$ cat config.mk
export PLATFORM = sky130hd
export DESIGN_NAME = voice_sched
export DESIGN_NICKNAME = d
export VERILOG_FILES = /design/src/rtl/voice_sched_pkg.sv /design/src/rtl/voice_phase.sv /design/src/rtl/voice_sched.sv
export SDC_FILE = /design/constraint.sdc
export NUM_CORES = 1
export LEC_CHECK = 0
export CORE_ASPECT_RATIO = 1.5
export CORE_MARGIN = 5
export CORE_UTILIZATION = 60
export CTS_CLUSTER_DIAMETER = 100
export DETAILED_ROUTE_END_ITERATION = 10
export GPL_TIMING_DRIVEN = 1
export HOLD_SLACK_MARGIN = 0.03
export MAX_ROUTING_LAYER = met4
export PLACE_DENSITY_LB_ADDON = 0.25
export SYNTH_ARGS = -nofsm -noshare
export SYNTH_HDL_FRONTEND = slang
export SYNTH_SLANG_ARGS = --single-unit
export TNS_END_PERCENT = 5
$ cat constraint.sdc
create_clock -name clk -period 6.8 [get_ports clk]
set_input_delay 0.68 -clock clk [delete_from_list [all_inputs] [get_ports clk]]
set_output_delay 0.68 -clock clk [all_outputs]
set_load 0.01 [all_outputs]
$ cat src/rtl/voice_sched_pkg.sv
// Shared types and default sizing for the voice scheduler.
// The release-tail behaviour is selected by the VOICE_SCHED_RELEASE_EN macro.
package voice_sched_pkg;

    localparam int NVOICE_DEF  = 4;
    localparam int PHASE_W_DEF = 16;
    localparam int ADDR_W_DEF  = 8;
    localparam int DATA_W_DEF  = 8;

    typedef enum logic [1:0] {
        IDLE  = 2'd0,
        SCAN  = 2'd1,
        DRAIN = 2'd2,
        OUT   = 2'd3
    } state_e;

    function automatic int slot_width(input int nvoice);
        return (nvoice > 1) ? $clog2(nvoice) : 1;
    endfunction

endpackage

$ cat src/rtl/voice_phase.sv
// Per-voice phase accumulator with active flag; the carry out of the phase add ends a
// released voice when VOICE_SCHED_RELEASE_EN is defined.
module voice_phase
    import voice_sched_pkg::*;
#(
    parameter int PHASE_W = PHASE_W_DEF,
    parameter int ADDR_W  = ADDR_W_DEF
) (
    input  logic               clk,
    input  logic               rst_n,
    input  logic               i_start,
    input  logic               i_key,
    input  logic               i_step,
    input  logic [PHASE_W-1:0] i_inc,
    output logic [ADDR_W-1:0]  o_addr,
    output logic               o_active
);

    logic [PHASE_W-1:0] r_phase;
    logic               r_active;
    logic               r_released;
    logic [PHASE_W:0]   w_sum;
    logic               w_carry;

    assign w_sum    = {1'b0, r_phase} + {1'b0, i_inc};
    assign w_carry  = w_sum[PHASE_W];
    assign o_addr   = r_phase[PHASE_W-1 -: ADDR_W];
    assign o_active = r_active;

    always_ff @(posedge clk or negedge rst_n) begin
        if (!rst_n) begin
            r_phase    <= '0;
            r_active   <= 1'b0;
            r_released <= 1'b0;
        end else if (i_start) begin
            if (i_key) begin
                // A fresh press, or a re-press during the release tail, restarts the phase.
                if (!r_active || r_released) begin
                    r_active <= 1'b1;
                    r_phase  <= '0;
                end
                r_released <= 1'b0;
            end else begin
`ifdef VOICE_SCHED_RELEASE_EN
                r_released <= 1'b1;
`else
                r_active   <= 1'b0;
`endif
            end
        end else if (i_step && r_active) begin
            r_phase <= w_sum[PHASE_W-1:0];
            if (r_released && w_carry) begin
                r_active <= 1'b0;
            end
        end
    end

endmodule

$ cat src/rtl/voice_sched.sv
// Time-multiplexed wavetable voice scheduler: one ROM read slot per voice per sample tick.
// Define VOICE_SCHED_RELEASE_EN to let released voices play out until their phase wraps.
module voice_sched
    import voice_sched_pkg::*;
#(
    parameter int NVOICE  = NVOICE_DEF,
    parameter int PHASE_W = PHASE_W_DEF,
    parameter int ADDR_W  = ADDR_W_DEF,
    parameter int DATA_W  = DATA_W_DEF
) (
    input  logic                          clk,
    input  logic                          rst_n,
    input  logic                          tick,
    input  logic [NVOICE-1:0]             key_on,
    input  logic [NVOICE*PHASE_W-1:0]     phase_inc,
    output logic                          rom_rd,
    output logic [ADDR_W-1:0]             rom_addr,
    input  logic [DATA_W-1:0]             rom_data,
    output logic [DATA_W+$clog2(NVOICE)-1:0] mix,
    output logic                          mix_valid,
    output logic                          busy,
    output logic [NVOICE-1:0]             voice_active,
    output logic                          overrun
);

    localparam int MIX_W  = DATA_W + $clog2(NVOICE);
    localparam int SLOT_W = slot_width(NVOICE);

    state_e              r_state;
    logic [SLOT_W-1:0]   r_slot;
    logic                r_rd_d;
    logic [MIX_W-1:0]    r_acc;
    logic [MIX_W-1:0]    r_mix;
    logic                r_mix_valid;
    logic                r_busy;
    logic                r_overrun;

    logic                w_accept;
    logic [NVOICE-1:0]   w_step;
    logic [NVOICE-1:0]   w_active;
    logic [ADDR_W-1:0]   w_addr [NVOICE];
    logic                w_rom_rd;
    logic [ADDR_W-1:0]   w_rom_addr;

    assign w_accept = tick && (r_state == IDLE);

    for (genvar g = 0; g < NVOICE; g++) begin : g_voice
        assign w_step[g] = (r_state == SCAN) && (r_slot == SLOT_W'(g));

        voice_phase #(
            .PHASE_W (PHASE_W),
            .ADDR_W  (ADDR_W)
        ) u_voice (
            .clk      (clk),
            .rst_n    (rst_n),
            .i_start  (w_accept),
            .i_key    (key_on[g]),
            .i_step   (w_step[g]),
            .i_inc    (phase_inc[g*PHASE_W +: PHASE_W]),
            .o_addr   (w_addr[g]),
            .o_active (w_active[g])
        );
    end

    // The ROM port is a pure decode of the current slot, so it drops to 0 the moment reset hits.
    always_comb begin
        w_rom_rd   = 1'b0;
        w_rom_addr = '0;
        if (r_state == SCAN) begin
            w_rom_rd   = w_active[r_slot];
            w_rom_addr = w_addr[r_slot];
        end
    end

    always_ff @(posedge clk or negedge rst_n) begin
        if (!rst_n) begin
            r_state     <= IDLE;
            r_slot      <= '0;
            r_rd_d      <= 1'b0;
            r_acc       <= '0;
            r_mix       <= '0;
            r_mix_valid <= 1'b0;
            r_busy      <= 1'b0;
            r_overrun   <= 1'b0;
        end else begin
            r_mix_valid <= 1'b0;
            r_overrun   <= tick && (r_state != IDLE);
            r_rd_d      <= w_rom_rd;
            // rom_data belongs to the read issued one cycle earlier; r_rd_d tracks that.
            if (r_rd_d) begin
                r_acc <= r_acc + MIX_W'(rom_data);
            end
            case (r_state)
                IDLE: begin
                    if (tick) begin
                        r_state <= SCAN;
                        r_slot  <= '0;
                        r_busy  <= 1'b1;
                        r_acc   <= '0;
                    end
                end
                SCAN: begin
                    if (r_slot == SLOT_W'(NVOICE - 1)) begin
                        r_state <= DRAIN;
                    end else begin
                        r_slot <= r_slot + 1'b1;
                    end
                end
                DRAIN: begin
                    r_state <= OUT;
                end
                OUT: begin
                    r_mix       <= r_acc;
                    r_mix_valid <= 1'b1;
                    r_busy      <= 1'b0;
                    r_state     <= IDLE;
                end
                default: begin
                    r_state <= IDLE;
                end
            endcase
        end
    end

    assign rom_rd       = w_rom_rd;
    assign rom_addr     = w_rom_addr;
    assign mix          = r_mix;
    assign mix_valid    = r_mix_valid;
    assign busy         = r_busy;
    assign voice_active = w_active;
    assign overrun      = r_overrun;

endmodule

Yosys cells after proc, flatten, opt, wreduce, memory -nomap -nowiden. Index checks and enable logic that the tools add are counted.

Add/subtract/negate cells: 6. Magnitude comparators: 2. Equality and inequality tests: 21. Mux-type cells: 47. Bitwise gates (word level): 1. Reduce and logical (&&, ||, !) cells: 34.

Operators by type and width (number): two-way mux 16 bit (16); adder 16 bit (4); two-way mux 10 bit (3); AND reduction 3 bit (9); two-way mux 8 bit (3); binary-select mux 8 bit (select 2 bit) (1); two-way mux 1 bit (16); inequality test 2 bit, second input constant (7); nonzero test 2 bit (7); adder 10 x 8 -> 10 bit (1); logical AND 1 bit (10); inequality test 3 x 2 -> 1 bit, second input constant (3); equality test 2 bit, second input constant (4); two-way mux 2 bit (4); inequality test 2 x 1 -> 1 bit, second input constant (4); case mux 2 bit (4 select lines) (1); equality test 2 x 1 -> 1 bit, second input constant (2); zero test 1 bit (4); zero test 2 bit (2); case mux 2 bit (2 select lines) (1); AND reduction 2 bit (2); greater-or-equal comparator 3 bit, second input constant (1); less-than comparator 2 x 3 -> 1 bit, second input constant (1); inequality test 3 bit, second input constant (1); other kinds (4) (4).

Flip-flop bits (word level): 96. Input port bits: 79. Output and inout port bits: 26. Word-level logic and storage cells: 127.

Longest topological paths before layout.
Depth in word-level cells: 5. Depth in mapped cells: 11. Mapped depth without buffers: 10.

Modules after synthesis. From an unflattened synthesis, not the netlist that was laid out.

Cells, all modules: 791. Area total of the unflattened synthesis: 7549.7 µm².

By module, submodules not included: voice_phase (g_voice[0].u_voice ...) (times used 3, cells an instance 152, area each 1405.1 µm², seq. area each 425.4 µm²); voice_sched (times used 1, cells an instance 172, area each 1898.1 µm², seq. area each 700.7 µm²); voice_phase (g_voice[3].u_voice) (times used 1, cells an instance 163, area each 1436.4 µm², seq. area each 425.4 µm²).

Least setup slack after synthesis. Ideal clock, no wire load.

Kind: input port to flip-flop. Start: input rom_data[0]. End: register r_acc[8]. Library setup time: 126 ps. Arrival time: 2443 ps. Required time: 6674 ps. Setup slack: 4230 ps. Cell stages on the path: 9. Path buffers: 0. Path through: ha_1 > fa_1 > a21o_1 > a21oi_1 > o21bai_1 > a21o_1 > a21oi_1 > mux2i_1 > a311o_1.

Cells in the longest elaborated chain, start to end: 4.

Ends and longest elaborated chain: start: declaration (line voice_sched.sv:18) `input logic [DATA_W-1:0] rom_data,`; adder 10 x 8 -> 10 bit * (line voice_sched.sv:91) `r_acc <= r_acc + MIX_W'(rom_data);`; two-way mux 10 bit * (line voice_sched.sv:90) `if (r_rd_d) begin`; two-way mux 10 bit (line voice_sched.sv:95) `if (tick) begin`; two-way mux 10 bit * (line voice_sched.sv:93) `case (r_state)`; end signal: assignment (line voice_sched.sv:91); end: declaration (line voice_sched.sv:32) `logic [MIX_W-1:0] r_acc;`.

Every way passes the cells marked *; elsewhere a longest branch is shown, timed or not. A chain may end at the register's enable or synchronous reset.

Worst setup path in the final report.
Start: register r_slot[0]. End: output rom_addr[4].

Cells in the longest elaborated chain, start to end: 5.

Ends and longest elaborated chain: start: declaration (line voice_sched.sv:30) `logic [SLOT_W-1:0] r_slot;`; start signal: assignment (line voice_sched.sv:106) `r_slot <= r_slot + 1'b1;`; NOT 2 -> 3 bit (not written as such) (line voice_sched.sv:71) `w_rom_addr = w_addr[r_slot];`; binary-select mux 8 bit (select 2 bit) (line voice_sched.sv:71); two-way mux 8 bit (not written as such) (2 in a row) (line voice_sched.sv:71); two-way mux 8 bit (line voice_sched.sv:69) `if (r_state == SCAN) begin`; end: declaration (line voice_sched.sv:17) `output logic [ADDR_W-1:0] rom_addr,`.

No other way between the ends. The select of a mux whose other input is x is not followed.

==> impl.org <==
** Outcome
- The run finished with clean final reports.

** Synth
- The mapped netlist covers 0.00731 mm².
- Dividing the synthesized area by the synthesized cell count gives 9.24 µm².
- Summing the sequential cell areas from Yosys gives 32.9% of the chip area.
- Async SR Flop Fraction :: 100%
- Synth Flop Type :: sky130_fd_sc_hd__dfrtp_1
- Register bit count reported by yosys :: 96
- Post-Synthesis Net Count :: 951
- The Yosys step of the flow raised 0 warnings.
- EDFF count, synth :: 0
- The number of different library cells used by synthesis comes to 71.
- Count of mapped cells out of synthesis :: 791

** Timing
- Setup Total Neg Slack :: 0 ns
- Clock period minus worst slack :: 3.12 ns
- Post-route setup slack :: 3.68 ns
- The final max-slew violation count was 0.
- The worst path uses 45.8% of the clock period.
- Setup violations remaining at the end of the flow were counted as 0.
- Measured against its own limit, the worst slew margin works out to 52.2%.
- The final hold violation count was 0.
- Final hold slack :: 0.351 ns
- Post-route clock skew :: 0.00587 ns
- RSZ-0062 raised after global routing :: no
- Achievable clock frequency :: 0.321 GHz
- For the pin with the worst max-slew slack, the measured transition is 0.717 ns.

** Worst setup path
- Longest individual stage delay on the worst path :: 0.81 ns
- STA puts the critical path data arrival time at 2.44 ns.
- STA classifies the critical path endpoint as an output port.
- The critical path goes through mux4_2 -> and2_1 -> clkdlybuf4s50_1.
- R2r worst-path depth :: 8
- At the worst endpoint, the required time is 6.12 ns.
- R2R Path Start :: r_state[0]
- Type of the worst setup path :: reg2out
- The slowest stage of the critical path is the sky130_fd_sc_hd__dfrtp_1 cell.
- Largest fanout of any net on the critical path :: 16
- Endpoint of the worst-slack reg-to-reg timing path :: g_voice[2].u_voice.r_phase[15]
- STA classifies the critical path startpoint as a flop.
- Internal reg-to-reg setup slack :: 4.10 ns

** Clock tree
- Clock tree from TritonCTS :: built
- After clock tree synthesis, the repair step resized 0 gates.
- Hold buffer count at cts :: 0
- Number of buffers inserted during clock tree synthesis :: 9
- Clock sink count :: 96
- No sink is reached through more buffers than the 2 on the longest clock path.
- The H-tree was split into 3 levels.
- Worst-Skew Late Latency :: 0.35 ns
- The cell sitting at the root of the clock tree is a sky130_fd_sc_hd__clkbuf_16.
- In this run the post-CTS setup repair buffer count came out at 0.
- CTS clk-pin slew, worst paths :: 0.07 ns

** Die
- The floorplan step defined a die boundary enclosing 0.0145 mm².
- The core region is 0.0120 mm².
- Die width :: 100 µm
- Boundary pin count :: 105
- In this run the vertical extent of the chip is 145 µm.
- Once the floorplan was initialized, standard cells occupied 61.2% of the core.
- The initialized floorplan defines 49 standard-cell rows.

** Drt
- The first routing iteration left 249 violations.
- First-pass iteration count of the detailed router :: 5
- For this run, design rule violations remaining after detail routing come to 0.
- Total wirelength of the detailed-routed design :: 18500 µm
- Routed Antenna Nets :: 0
- After detailed routing, the number of vias per cell comes to 6.26.
- Vias post-DR :: 6475
- In the final routed layout, each cell accounts on average for 17.9 µm.

** Placement
- Final weighted congestion of routability-driven global placement :: 0.942
- Pre-CTS worst setup slack :: 3.62 ns
- Once placement finished, the instance area stood at 0.00838 mm².
- Summed over all nets, the half-perimeter wirelength after detailed placement is 14100 µm.
- Number of placed cells counting well taps :: 1019
- Port Buffers :: 104

** Finish
- Of the cells placed in the final design, the portion with a size suffix greater than 1 is 6.01%.
- At the end of the flow the core is filled with cells to 72.4%.
- After the flow finishes, the layout carries non-filler instances totaling 1035.
- The layout has 916 filler cells.
- Most common cell after layout, fill and taps aside :: sky130_fd_sc_hd__clkdlybuf4s50_1
- Area Growth Syn to Fin :: 18.4%
- After routing the design area is 0.00866 mm².
- Highest-count cells in the layout ignoring fill and taps :: 103 x sky130_fd_sc_hd__clkdlybuf4s50_1, 99 x sky130_fd_sc_hd__nand2_1, 96 x sky130_fd_sc_hd__dfrtp_1
- At the end of the flow, the number of nets in the layout was 1037.
- Count of antenna diodes in the layout :: 0

** Pwr
- Power, Total :: 3.28 mW
- Power density cells :: 378 mW/mm²
- Leakage power of the design :: 3.98 nW
- Across the VDD grid, the largest voltage drop is 0.202 mV.

** GRT
- Total GRT Usage :: 25.9%
- The total overflow left after global routing is 0.
- Number of antenna violations at the first check in global routing :: 0
- Largest net degree at the start of global routing :: 50
- The via count of the first global-routing pass is 6552.
- Global-route wire length before repair :: 29900 µm

** Flow run
- The tool flagged a number of max-cap violations equal to 0.

** Worst hold path
- In this run the worst hold path is classified as in2async.
-- cell type report --
cell class,count,area [µm²],share of cell area (%)
Multi-Input combinational cell,632,4610,53.2
Sequential cell,96,2400,27.7
Timing Repair Buffer,106,1050,12.2
Clock buffer,10,229,2.64
Tap cell,153,191,2.21
Inverter,32,120,1.39
Clock inverter,6,52.6,0.607
-- state kept, by name, summed over array words and instances (netlist names) --
signal and flops:
mix 10, r_acc 10, busy 1, r_state 2, overrun 1, g_voice.u_voice.r_phase 64, mix_valid 1, r_slot 2
g_voice.u_voice.o_active 4, r_rd_d 1
-- Yosys cell counts (4+ instances only) --
master / number / area [µm²]
sky130_fd_sc_hd__nand2_1: 99 / 372
sky130_fd_sc_hd__dfrtp_1: 96 / 2400
sky130_fd_sc_hd__ha_1: 76 / 951
sky130_fd_sc_hd__o21ai_0: 68 / 340
sky130_fd_sc_hd__a21oi_1: 51 / 255
sky130_fd_sc_hd__nor2_1: 38 / 143
sky130_fd_sc_hd__inv_1: 32 / 120
sky130_fd_sc_hd__xnor2_1: 30 / 263
sky130_fd_sc_hd__a21o_1: 23 / 173
sky130_fd_sc_hd__xor2_1: 19 / 166
sky130_fd_sc_hd__nand3_1: 17 / 85.1
sky130_fd_sc_hd__clkbuf_1: 16 / 60.1
sky130_fd_sc_hd__a211oi_1: 13 / 97.6
sky130_fd_sc_hd__and2_1: 13 / 81.3
sky130_fd_sc_hd__mux2i_1: 13 / 130
sky130_fd_sc_hd__nor2b_1: 13 / 81.3
sky130_fd_sc_hd__nand2b_1: 11 / 68.8
sky130_fd_sc_hd__mux2_2: 10 / 113
sky130_fd_sc_hd__mux4_2: 9 / 203
sky130_fd_sc_hd__o211ai_1: 9 / 67.6
sky130_fd_sc_hd__o21ai_1: 8 / 40.0
sky130_fd_sc_hd__o31ai_1: 8 / 60.1
sky130_fd_sc_hd__a31oi_1: 6 / 37.5
sky130_fd_sc_hd__buf_6: 6 / 67.6
sky130_fd_sc_hd__nor3_1: 6 / 30.0
sky130_fd_sc_hd__nor3b_1: 6 / 45.0
sky130_fd_sc_hd__a22o_1: 5 / 43.8
sky130_fd_sc_hd__and3_1: 5 / 31.3
sky130_fd_sc_hd__fa_1: 5 / 100
sky130_fd_sc_hd__buf_2: 4 / 20.0
sky130_fd_sc_hd__buf_4: 4 / 30.0
sky130_fd_sc_hd__o21a_1: 4 / 30.0
sky130_fd_sc_hd__or3_1: 4 / 25.0
-- report_power, final --
part | switching [mW] | leakage (nW) | internal, mW
registers | 0.227 | 1.26 | 0.787
logic | 0.921 | 2.59 | 0.846
clock network | 0.241 | 0.131 | 0.254
total | 1.39 | 3.98 | 1.89
-- routing by layer --
metal / GRT usage, % / share of wire (%)
met5: - / 0
met4: 12.1 / 3.8
met3: 5.14 / 5.4
met2: 44.2 / 52
met1: 28.5 / 39
-- logic make-up (layout without fill, tap and decap cells) --
logic type      count (synthesis)  after routing  synth area share [%]
compound gates                235            235                  21.1
xor+xnor                       49             49                  5.87
fa+ha+maj                      81             81                  14.4
buf+inv                        63            154                  4.12
flops                          96             96                  32.9
mux                            32             32                  6.09
simple gates                  235            235                  15.6
-- worst max-delay path by stage --
stage	startpoint	to	slack (ns)
5_1_grt	r_slot[0]	rom_addr[1]	3.58
3_5_place_dp	tick	g_voice[1].u_voice.r_phase[15]	3.62
3_3_place_gp	phase_inc[32]	g_voice[2].u_voice.r_phase[14]	3.69
4_1_cts	r_slot[0]	rom_addr[4]	3.67
2_1_floorplan	rom_data[0]	r_acc[8]	4.23
6_report	r_slot[0]	rom_addr[4]	3.68
-- worst max-delay path: cells and delay by family, from the launching register on --
kind	cells	cell delay [ns]
flip-flops	1	0.81
AND/OR/NAND/NOR	1	0.20
multiplexers	1	0.59
buffers and inverters	1	0.48
(Power assumes the default switching activity.)
